==> src/rtl/writeback_unit_if.sv <==
// Bundle between the execute/memory stage, data memory and the writeback
// unit, plus the regfile write port that decode consumes.
interface writeback_unit_if;
  logic        in_valid;
  logic        in_ready;
  logic        in_reg_write;
  logic [4:0]  in_rd;
  logic [1:0]  in_wb_sel;
  logic [31:0] in_alu_result;
  logic [31:0] in_pc;
  logic [2:0]  in_funct3;
  logic        mem_rvalid;
  logic [31:0] mem_rdata;
  logic        WRITEBACK_TO_DECODE_REG_WRITE_EN_OUT;
  logic [4:0]  WRITEBACK_TO_DECODE_REG_ID_OUT;
  logic [31:0] WRITEBACK_TO_DECODE_DATA_OUT;
  logic [31:0] retired_count;

  modport slave (
    input  in_valid, in_reg_write, in_rd, in_wb_sel, in_alu_result, in_pc,
           in_funct3, mem_rvalid, mem_rdata,
    output in_ready, WRITEBACK_TO_DECODE_REG_WRITE_EN_OUT,
           WRITEBACK_TO_DECODE_REG_ID_OUT, WRITEBACK_TO_DECODE_DATA_OUT,
           retired_count
  );

  modport master (
    output in_valid, in_reg_write, in_rd, in_wb_sel, in_alu_result, in_pc,
           in_funct3, mem_rvalid, mem_rdata,
    input  in_ready, WRITEBACK_TO_DECODE_REG_WRITE_EN_OUT,
           WRITEBACK_TO_DECODE_REG_ID_OUT, WRITEBACK_TO_DECODE_DATA_OUT,
           retired_count
  );
endinterface

==> src/rtl/writeback_unit.sv <==
// Writeback stage: selects/format the result of each completed instruction
// and drives the regfile write port. Loads park in WAIT_MEM until the data
// memory answers, holding in_ready low meanwhile.
//
// state    | meaning
// ---------+-------------------------------------------------------------
// IDLE     | ready for a new instruction; non-loads complete on accept
// WAIT_MEM | load accepted, waiting for mem_rvalid; upstream stalled
module writeback_unit (
  input  logic              clk,
  input  logic              rst,
  writeback_unit_if.slave   bus
);

  typedef enum logic [0:0] {IDLE = 1'b0, WAIT_MEM = 1'b1} state_e;

  state_e      state_q, state_d;
  logic        pend_regw_q, pend_regw_d;
  logic [4:0]  pend_rd_q, pend_rd_d;
  logic [2:0]  pend_f3_q, pend_f3_d;
  logic [1:0]  pend_lane_q, pend_lane_d;
  logic        we_q, we_d;
  logic [4:0]  id_q, id_d;
  logic [31:0] data_q, data_d;
  logic [31:0] cnt_q, cnt_d;

  logic        done;
  logic        c_regw;
  logic [4:0]  c_rd;
  logic [31:0] c_data;

  function automatic logic [31:0] fmt_load(input logic [2:0]  f3,
                                           input logic [1:0]  lane,
                                           input logic [31:0] w);
    logic [7:0]  b;
    logic [15:0] h;
    case (lane)
      2'd0:    b = w[7:0];
      2'd1:    b = w[15:8];
      2'd2:    b = w[23:16];
      default: b = w[31:24];
    endcase
    h = lane[1] ? w[31:16] : w[15:0];
    case (f3)
      3'b000:  fmt_load = {{24{b[7]}}, b};
      3'b100:  fmt_load = {24'd0, b};
      3'b001:  fmt_load = {{16{h[15]}}, h};
      3'b101:  fmt_load = {16'd0, h};
      default: fmt_load = w;
    endcase
  endfunction

  // Next-state logic: accept/complete decisions and output register inputs.
  always_comb begin
    state_d     = state_q;
    pend_regw_d = pend_regw_q;
    pend_rd_d   = pend_rd_q;
    pend_f3_d   = pend_f3_q;
    pend_lane_d = pend_lane_q;
    done        = 1'b0;
    c_regw      = 1'b0;
    c_rd        = 5'd0;
    c_data      = 32'd0;
    case (state_q)
      IDLE: begin
        if (bus.in_valid) begin
          if (bus.in_wb_sel == 2'd1) begin
            pend_regw_d = bus.in_reg_write;
            pend_rd_d   = bus.in_rd;
            pend_f3_d   = bus.in_funct3;
            pend_lane_d = bus.in_alu_result[1:0];
            state_d     = WAIT_MEM;
          end else begin
            done   = 1'b1;
            c_regw = bus.in_reg_write;
            c_rd   = bus.in_rd;
            c_data = (bus.in_wb_sel == 2'd2) ? bus.in_pc + 32'd4
                                             : bus.in_alu_result;
          end
        end
      end
      WAIT_MEM: begin
        if (bus.mem_rvalid) begin
          done    = 1'b1;
          c_regw  = pend_regw_q;
          c_rd    = pend_rd_q;
          c_data  = fmt_load(pend_f3_q, pend_lane_q, bus.mem_rdata);
          state_d = IDLE;
        end
      end
      default: state_d = IDLE;
    endcase

    // x0 is hardwired to zero, so its write is dropped but id/data still show
    we_d   = done & c_regw & (c_rd != 5'd0);
    id_d   = done ? c_rd : id_q;
    data_d = done ? c_data : data_q;
    cnt_d  = done ? cnt_q + 32'd1 : cnt_q;
  end

  // State and output registers; reset also drops any load in flight.
  always_ff @(posedge clk) begin
    if (!rst) begin
      state_q     <= IDLE;
      pend_regw_q <= 1'b0;
      pend_rd_q   <= 5'd0;
      pend_f3_q   <= 3'd0;
      pend_lane_q <= 2'd0;
      we_q        <= 1'b0;
      id_q        <= 5'd0;
      data_q      <= 32'd0;
      cnt_q       <= 32'd0;
    end else begin
      state_q     <= state_d;
      pend_regw_q <= pend_regw_d;
      pend_rd_q   <= pend_rd_d;
      pend_f3_q   <= pend_f3_d;
      pend_lane_q <= pend_lane_d;
      we_q        <= we_d;
      id_q        <= id_d;
      data_q      <= data_d;
      cnt_q       <= cnt_d;
    end
  end

  assign bus.in_ready                             = (state_q == IDLE);
  assign bus.WRITEBACK_TO_DECODE_REG_WRITE_EN_OUT = we_q;
  assign bus.WRITEBACK_TO_DECODE_REG_ID_OUT       = id_q;
  assign bus.WRITEBACK_TO_DECODE_DATA_OUT         = data_q;
  assign bus.retired_count                        = cnt_q;

endmodule

==> src/flat_wrapper.sv <==
// flat-port wrapper written by rule: the top's interface ports become plain ports
module writeback_unit_flat 
  (clk, rst, bus_in_valid, bus_in_reg_write, bus_in_rd, bus_in_wb_sel, bus_in_alu_result, bus_in_pc, bus_in_funct3, bus_mem_rvalid, bus_mem_rdata, bus_in_ready, bus_WRITEBACK_TO_DECODE_REG_WRITE_EN_OUT, bus_WRITEBACK_TO_DECODE_REG_ID_OUT, bus_WRITEBACK_TO_DECODE_DATA_OUT, bus_retired_count);
  writeback_unit_if bus_i ();
  input  logic clk;
  input  logic rst;
  input wire logic [$bits(bus_i.in_valid)-1:0] bus_in_valid;
  input wire logic [$bits(bus_i.in_reg_write)-1:0] bus_in_reg_write;
  input wire logic [$bits(bus_i.in_rd)-1:0] bus_in_rd;
  input wire logic [$bits(bus_i.in_wb_sel)-1:0] bus_in_wb_sel;
  input wire logic [$bits(bus_i.in_alu_result)-1:0] bus_in_alu_result;
  input wire logic [$bits(bus_i.in_pc)-1:0] bus_in_pc;
  input wire logic [$bits(bus_i.in_funct3)-1:0] bus_in_funct3;
  input wire logic [$bits(bus_i.mem_rvalid)-1:0] bus_mem_rvalid;
  input wire logic [$bits(bus_i.mem_rdata)-1:0] bus_mem_rdata;
  output wire logic [$bits(bus_i.in_ready)-1:0] bus_in_ready;
  output wire logic [$bits(bus_i.WRITEBACK_TO_DECODE_REG_WRITE_EN_OUT)-1:0] bus_WRITEBACK_TO_DECODE_REG_WRITE_EN_OUT;
  output wire logic [$bits(bus_i.WRITEBACK_TO_DECODE_REG_ID_OUT)-1:0] bus_WRITEBACK_TO_DECODE_REG_ID_OUT;
  output wire logic [$bits(bus_i.WRITEBACK_TO_DECODE_DATA_OUT)-1:0] bus_WRITEBACK_TO_DECODE_DATA_OUT;
  output wire logic [$bits(bus_i.retired_count)-1:0] bus_retired_count;
  assign bus_i.in_valid = bus_in_valid;
  assign bus_i.in_reg_write = bus_in_reg_write;
  assign bus_i.in_rd = bus_in_rd;
  assign bus_i.in_wb_sel = bus_in_wb_sel;
  assign bus_i.in_alu_result = bus_in_alu_result;
  assign bus_i.in_pc = bus_in_pc;
  assign bus_i.in_funct3 = bus_in_funct3;
  assign bus_i.mem_rvalid = bus_mem_rvalid;
  assign bus_i.mem_rdata = bus_mem_rdata;
  assign bus_in_ready = bus_i.in_ready;
  assign bus_WRITEBACK_TO_DECODE_REG_WRITE_EN_OUT = bus_i.WRITEBACK_TO_DECODE_REG_WRITE_EN_OUT;
  assign bus_WRITEBACK_TO_DECODE_REG_ID_OUT = bus_i.WRITEBACK_TO_DECODE_REG_ID_OUT;
  assign bus_WRITEBACK_TO_DECODE_DATA_OUT = bus_i.WRITEBACK_TO_DECODE_DATA_OUT;
  assign bus_retired_count = bus_i.retired_count;
  writeback_unit u_core (.clk(clk), .rst(rst), .bus(bus_i));
endmodule
==> config.mk <==
export PLATFORM = sky130hd
export DESIGN_NAME = writeback_unit_flat
export DESIGN_NICKNAME = d
export VERILOG_FILES = /design/src/rtl/writeback_unit_if.sv /design/src/rtl/writeback_unit.sv /design/src/flat_wrapper.sv
export SDC_FILE = /design/constraint.sdc
export NUM_CORES = 1
export LEC_CHECK = 0
export BUFFER_PORTS_ARGS = -buffer_cell sky130_fd_sc_hd__buf_2
export CORE_MARGIN = 2
export CORE_UTILIZATION = 45
export CTS_CLUSTER_SIZE = 24
export DETAILED_ROUTE_END_ITERATION = 10
export GPL_TIMING_DRIVEN = 1
export PLACE_DENSITY = 0.8
export SYNTH_ARGS = -nofsm -noshare
export SYNTH_HDL_FRONTEND = slang
export SYNTH_SLANG_ARGS = --single-unit
==> constraint.sdc <==
create_clock -name clk -period 2.2 [get_ports clk]
set_input_delay 0.44 -clock clk [delete_from_list [all_inputs] [get_ports clk]]
set_output_delay 0.44 -clock clk [all_outputs]
set_load 0.05 [all_outputs]
==> flow_metrics.tcl, run 1 <==
set metrics [dict create \
    status "finished clean" \
    rsz0062_at_grt "no" \
    dieArea_um2 11500 \
    synth_edf_count 0 \
    syn_area_per_cell_um2 7.39 \
    viasPerCell 5.65 \
    gr-total-overflow 0 \
    synth_top_area_cell "dfxtp_1" \
    tightest_slew_ps 595 \
    min_from "bus_in_alu_result[24]" \
    slowest_stage "dfxtp_1" \
    place_hpwl_mm 12.2 \
    synth.area.mux_share_pct 2.00 \
    cts-root-buf "clkbuf_8" \
    synth_nets 764 \
    ys.flop_type "dfxtp_1" \
    path_max_fanout 21 \
    synth_compound_area_share_pct 22.5 \
    boundaryPins 182 \
    synthSimpleGateAreaFrac_pct 27.9 \
    hold_viol_final 0 \
    grt_pass1_wl_mm 25.2 \
    post_cts_buffers 0 \
    first_pass_iters 6 \
    met3_length_mm 1.45 \
    port_buffers 181 \
    slew_headroom_pct 60.3 \
    ir_drop_mv 0.389 \
    clkTransAtPathRegs_ps 100 \
    grt_start_max_net_pins 57 \
    hold_buffers 0 \
    drt_iter0_markers 581 \
    fin_total_pwr_mw 3.73 \
    htree_levels 3 \
    synth_area_leaders "dfxtp_1 34%, nand2_1 7.4%, o21ai_0 6.2%" \
    wl_per_cell_um 16.2 \
    end_kind "flop" \
    area_growth_pct 30.9 \
    gr-usage-all-layers_pct 27.6 \
    synth_adder_area_share_pct 0.520 \
    fmax_mhz 508 \
    ctsResizeCount 0 \
    syn_inst 651 \
    drive_gt1_share_pct 29.2 \
    p_leak_nw 2.63 \
    final_nets 955 \
    power_density_nw_per_um2 592 \
    dieWidth_um 107 \
    seq_area_frac_synth_pct 34.1 \
    core.rowCount 37 \
    cap_violations 0 \
    ant_nets 0 \
    chipHeight_um 107 \
    dp_slack_ps 2.24 \
    cts_tree "done" \
    synth_top_family_by_area "simple AND/OR/NAND/NOR gates" \
    timing.rr.start "u_core.state_q" \
    antenna_found_initial 1 \
    synth-xor-area-share_pct 8.56 \
    syn_area_um2 4810 \
    crit_type "flop to flop" \
    met2_length_mm 7.38 \
    drcViolationCount 0 \
    ys_warn_count 0 \
    coreArea_um2 10400 \
    first_global_vias 5074 \
    crit_required_ps 2440 \
    cts_sinks 82 \
    setup_slack_ps 232 \
    synth_seq_cells 82 \
    min_path_type "input port to flop" \
    cp-startpoint "u_core.state_q" \
    yosysTopAreaCellShare_pct 34.1 \
    cts_inserted_buffers 9 \
    clockBufferDepth 2 \
    ys_types 54 \
    path_cells "nand2b_1 > o21ai_1 > buf_12 > nand3_1 > nor4_1 > xnor2_1 > nor2_1" \
    placed_area_um2 6060 \
    wl_mm 15.9 \
    wl_met1_mm 6.62 \
    start_util_pct 46.4 \
    worstPathArrival_ps 2200 \
    vias 5558 \
    finalWorstPathRequiredPeriod_ps 1970 \
    setup.worst_path.start_class "flop" \
    clk_latency_ps 360 \
    async_flop_share_pct 0 \
    fin_skew_ps 12.7 \
    finalInstanceArea_um2 6290 \
    period_share_pct 89.5 \
    gp_congestion 0.960 \
    top_layer_used "met4" \
    tns_ps 0 \
    maxSlewViolCount 0 \
    max_stage_delay_ps 380 \
    setup_viol 0 \
]
-- per-stage QoR --
| step | util, % | hold WS (ps) | instances |
|---|---|---|---|
| 2_1_floorplan | - | 436 | 651 |
| 3_3_place_gp | 58.4 | 443 | 967 |
| 3_5_place_dp | 58.4 | 446 | 967 |
| 4_1_cts | 60.7 | 297 | 983 |
| 5_1_grt | 60.7 | 305 | 984 |
| 6_report | 60.7 | 312 | 984 |
-- worst paths after layout --
path                                                                endpoint  slack, ps  cells after the start
worst max-delay path                            u_core.bus.retired_count[25]        230                      7
worst min-delay path             u_core.bus.WRITEBACK_TO_DECODE_DATA_OUT[24]        310                      3
worst min register to register  u_core.bus.WRITEBACK_TO_DECODE_REG_ID_OUT[1]        460                      2
worst max register to register                  u_core.bus.retired_count[25]        230                      7
-- cell type report --
type | count | area, µm²
multi-input combinational | 514 | 2960
clock buffer | 10 | 138
tap | 136 | 170
clock inverter | 6 | 96.3
antenna | 1 | 2.50
timing repair buffer | 218 | 1220
sequential | 82 | 1640
fill | 1018 | 4080
inverter | 17 | 63.8
-- synth_stat cells, types with 2 or more instances --
master,count
buf_2,3
and4_1,7
xnor2_1,32
dfxtp_1,82
mux2_2,3
or4_1,2
nand4_1,10
nand2b_1,11
nor2_1,53
o221ai_1,6
o21ai_0,60
a222oi_1,2
nor2b_1,4
clkbuf_1,34
or3_1,12
and2_1,3
a211oi_1,7
a21oi_1,54
and3_1,12
o211ai_1,10
xor2_1,15
ha_1,2
o21a_1,3
nand3_1,30
a31oi_1,17
o22ai_1,3
nor3_1,19
nand2_1,95
a221oi_1,5
nor4_1,7
mux2i_1,4
inv_1,17
or4_4,2
a22oi_1,5
-- flip-flops by register name, indices dropped and copies added, names as in the netlist --
name / cells
u_core.bus.retired_count: 32
u_core.pend_regw_q: 1
u_core.bus.WRITEBACK_TO_DECODE_REG_ID_OUT: 5
u_core.bus.WRITEBACK_TO_DECODE_DATA_OUT: 32
u_core.pend_f3_q: 3
u_core.bus.WRITEBACK_TO_DECODE_REG_WRITE_EN_OUT: 1
u_core.pend_rd_q: 5
u_core.pend_lane_q: 2
u_core.state_q: 1
-- logic make-up after synthesis --
kind of cell | after synthesis
compound gates | 181
xor+xnor | 47
fa+ha+maj | 2
buf+inv | 55
flops | 82
mux | 8
simple gates | 276
-- placed cells by master, fill, tap and decap left out, drive strengths merged, types with 5 or more instances in the layout --
master and n:
a21oi 54, xor2 15, nor4 7, o211ai 11
nand2b 11, dfxtp 82, o221ai 6, and3 12
a31oi 17, and4 8, a211oi 7, nor3 20
xnor2 32, clkbuf 10, or3 12, nand4 10
a22oi 5, a221oi 5, nand2 96, buf 218
o21ai 61, nor2 53, nand3 30, inv 19
-- report_power, final --
group	switching [mW]	total, mW	internal, mW
Sequential	0.0453	1.60	1.55
Clock	0.607	1.29	0.687
Combinational	0.556	0.838	0.281
Total	1.21	3.73	2.52
-- layer usage --
metal  vias to the layer above  GRT usage, %
met5                         -             0
met4                         0          12.3
met3                        38          5.69
met2                       272          44.3
met1                      2533          35.9
li1                       2715             -
-- worst max-delay path, delay by kind of cell, from the launching register on --
kind / cells / cell delay, ps
simple gates: 4 / 860
flops: 1 / 380
compound gates: 1 / 240
buf+inv: 1 / 190
xor+xnor: 1 / 160
(Power assumes the default switching activity.)
==> run 2: changes to the inputs <==
==> constraint.sdc (replaced) <==
create_clock -name clk -period 2.2 [get_ports clk]
set_input_delay 0.11 -clock clk [delete_from_list [all_inputs] [get_ports clk]]
set_output_delay 0.11 -clock clk [all_outputs]
set_load 0.05 [all_outputs]
==> flow_metrics.tcl, run 2 (synthesis results as in run 1) <==
set metrics [dict create \
    clk_latency_ps 360 \
    fin_cells 985 \
    max_stage_delay_ps 850 \
    place_inst 957 \
    drive_gt1_share_pct 27.9 \
    clockBufferDepth 2 \
    end_kind "flop" \
    layout_common_cells "181 x buf_2, 95 x nand2_1, 82 x dfxtp_1" \
    ant_nets 0 \
    gr-usage-all-layers_pct 27.3 \
    drt_iter0_markers 642 \
    fillCellCount 988 \
    chipHeight_um 107 \
    crit_required_ps 2490 \
    hold_viol_final 0 \
    boundaryPins 182 \
    drcViolationCount 0 \
    final_common_cell "buf_2" \
    crit_type "flop to flop" \
    viasPerCell 5.67 \
    cts_sinks 82 \
    fmax_mhz 500 \
    path_max_fanout 13 \
    setup_viol 0 \
    first_pass_iters 6 \
    setup.worst_path.start_class "flop" \
    worstPathArrival_ps 2290 \
    period_share_pct 91.0 \
    path_cells "nand2b_1 > nor2_2 > nor2_1 > nand2_1 > a21oi_1" \
    cap_violations 0 \
    port_buffers 181 \
    tns_ps 0 \
    gp_congestion 0.971 \
    coreArea_um2 10400 \
    grt_start_max_net_pins 33 \
    cts_inserted_buffers 9 \
    slew_headroom_pct 24.5 \
    vias 5587 \
    power_density_nw_per_um2 572 \
    wl_mm 16.0 \
    slowest_stage "nor2_1" \
    antenna_cells 0 \
    rsz0062_at_grt "no" \
    dieArea_um2 11500 \
    dieWidth_um 107 \
    fin_total_pwr_mw 3.59 \
    fin_skew_ps 7.87 \
    tightest_slew_ps 1130 \
    clkTransAtPathRegs_ps 90 \
    cts-root-buf "clkbuf_8" \
    status "finished clean" \
    area_growth_pct 30.8 \
    wl_per_cell_um 16.2 \
    post_cts_buffers 0 \
    min_path_type "input port to flop" \
    antenna_found_initial 0 \
    finalWorstPathRequiredPeriod_ps 2000 \
    maxSlewViolCount 0 \
    cts_tree "done" \
    grt_pass1_wl_mm 24.9 \
    first_global_vias 4973 \
    placed_area_um2 5960 \
    finalInstanceArea_um2 6290 \
    p_leak_nw 2.61 \
    htree_levels 3 \
    gr-total-overflow 0 \
    core.rowCount 37 \
    place_hpwl_mm 12.1 \
    ir_drop_mv 0.292 \
    start_util_pct 46.4 \
    final_nets 957 \
]
run 2: critical path, delay by kind of cell (launching register included):
kind	cells	cell delay, ps
AOI/OAI and AO/OA	1	200
DFF	1	460
and+or+nand+nor	4	1270
run 2: final cells by class:
| cell class | instances | area, µm² | share of cell area [%] |
|---|---|---|---|
| clock buffers | 10 | 138 | 2.19 |
| clock inverters | 6 | 73.8 | 1.17 |
| inverters | 17 | 63.8 | 1.01 |
| multi-input cells | 514 | 2960 | 47.1 |
| flip-flops and latches | 82 | 1640 | 26.1 |
| well taps | 136 | 170 | 2.71 |
| repair buffers | 220 | 1240 | 19.7 |
run 2: worst paths after layout:
check	slack (ps)	end	start	cells after the start
setup / recovery	200	u_core.bus.WRITEBACK_TO_DECODE_REG_ID_OUT[0]	u_core.state_q	5
hold / removal	20	u_core.pend_lane_q[1]	bus_in_alu_result[1]	3
setup reg to reg	200	u_core.bus.WRITEBACK_TO_DECODE_REG_ID_OUT[0]	u_core.state_q	5
hold reg to reg	460	u_core.bus.WRITEBACK_TO_DECODE_REG_ID_OUT[3]	u_core.bus.WRITEBACK_TO_DECODE_REG_ID_OUT[3]	2
run 2: metal layers:
layer  track usage, %  wire length (µm)  vias to the layer above
li1                 -                 -                     2720
met1             35.7              6570                     2514
met2             44.4              7480                      314
met3             5.27              1490                       39
met4             10.5               471                        0
met5                0                 0                        -
run 2: repair_timing:
action                     CTS  global route
resized for setup            0             0
hold endpoints to repair    12             0
hold buffers                12             0
setup endpoints to repair    0             0
run 2: per-stage QoR:
stage / setup slack [ps] / util, % / hold WS [ps]
floorplan: 10.7 / - / 244
global placement: 306 / 57.5 / 340
detailed placement: 276 / 57.5 / 347
CTS: 264 / 60.7 / 11.9
global route: 39.5 / 60.7 / 10.3
finish: 199 / 60.7 / 20.9
run 2: power breakdown:
| part | total (mW) | leakage [nW] | internal, mW | switching, mW |
|---|---|---|---|---|
| clock | 1.17 | 0.101 | 0.570 | 0.603 |
| combinational | 0.828 | 1.84 | 0.273 | 0.555 |
| sequential | 1.59 | 0.669 | 1.55 | 0.0431 |
| total | 3.59 | 2.61 | 2.39 | 1.20 |
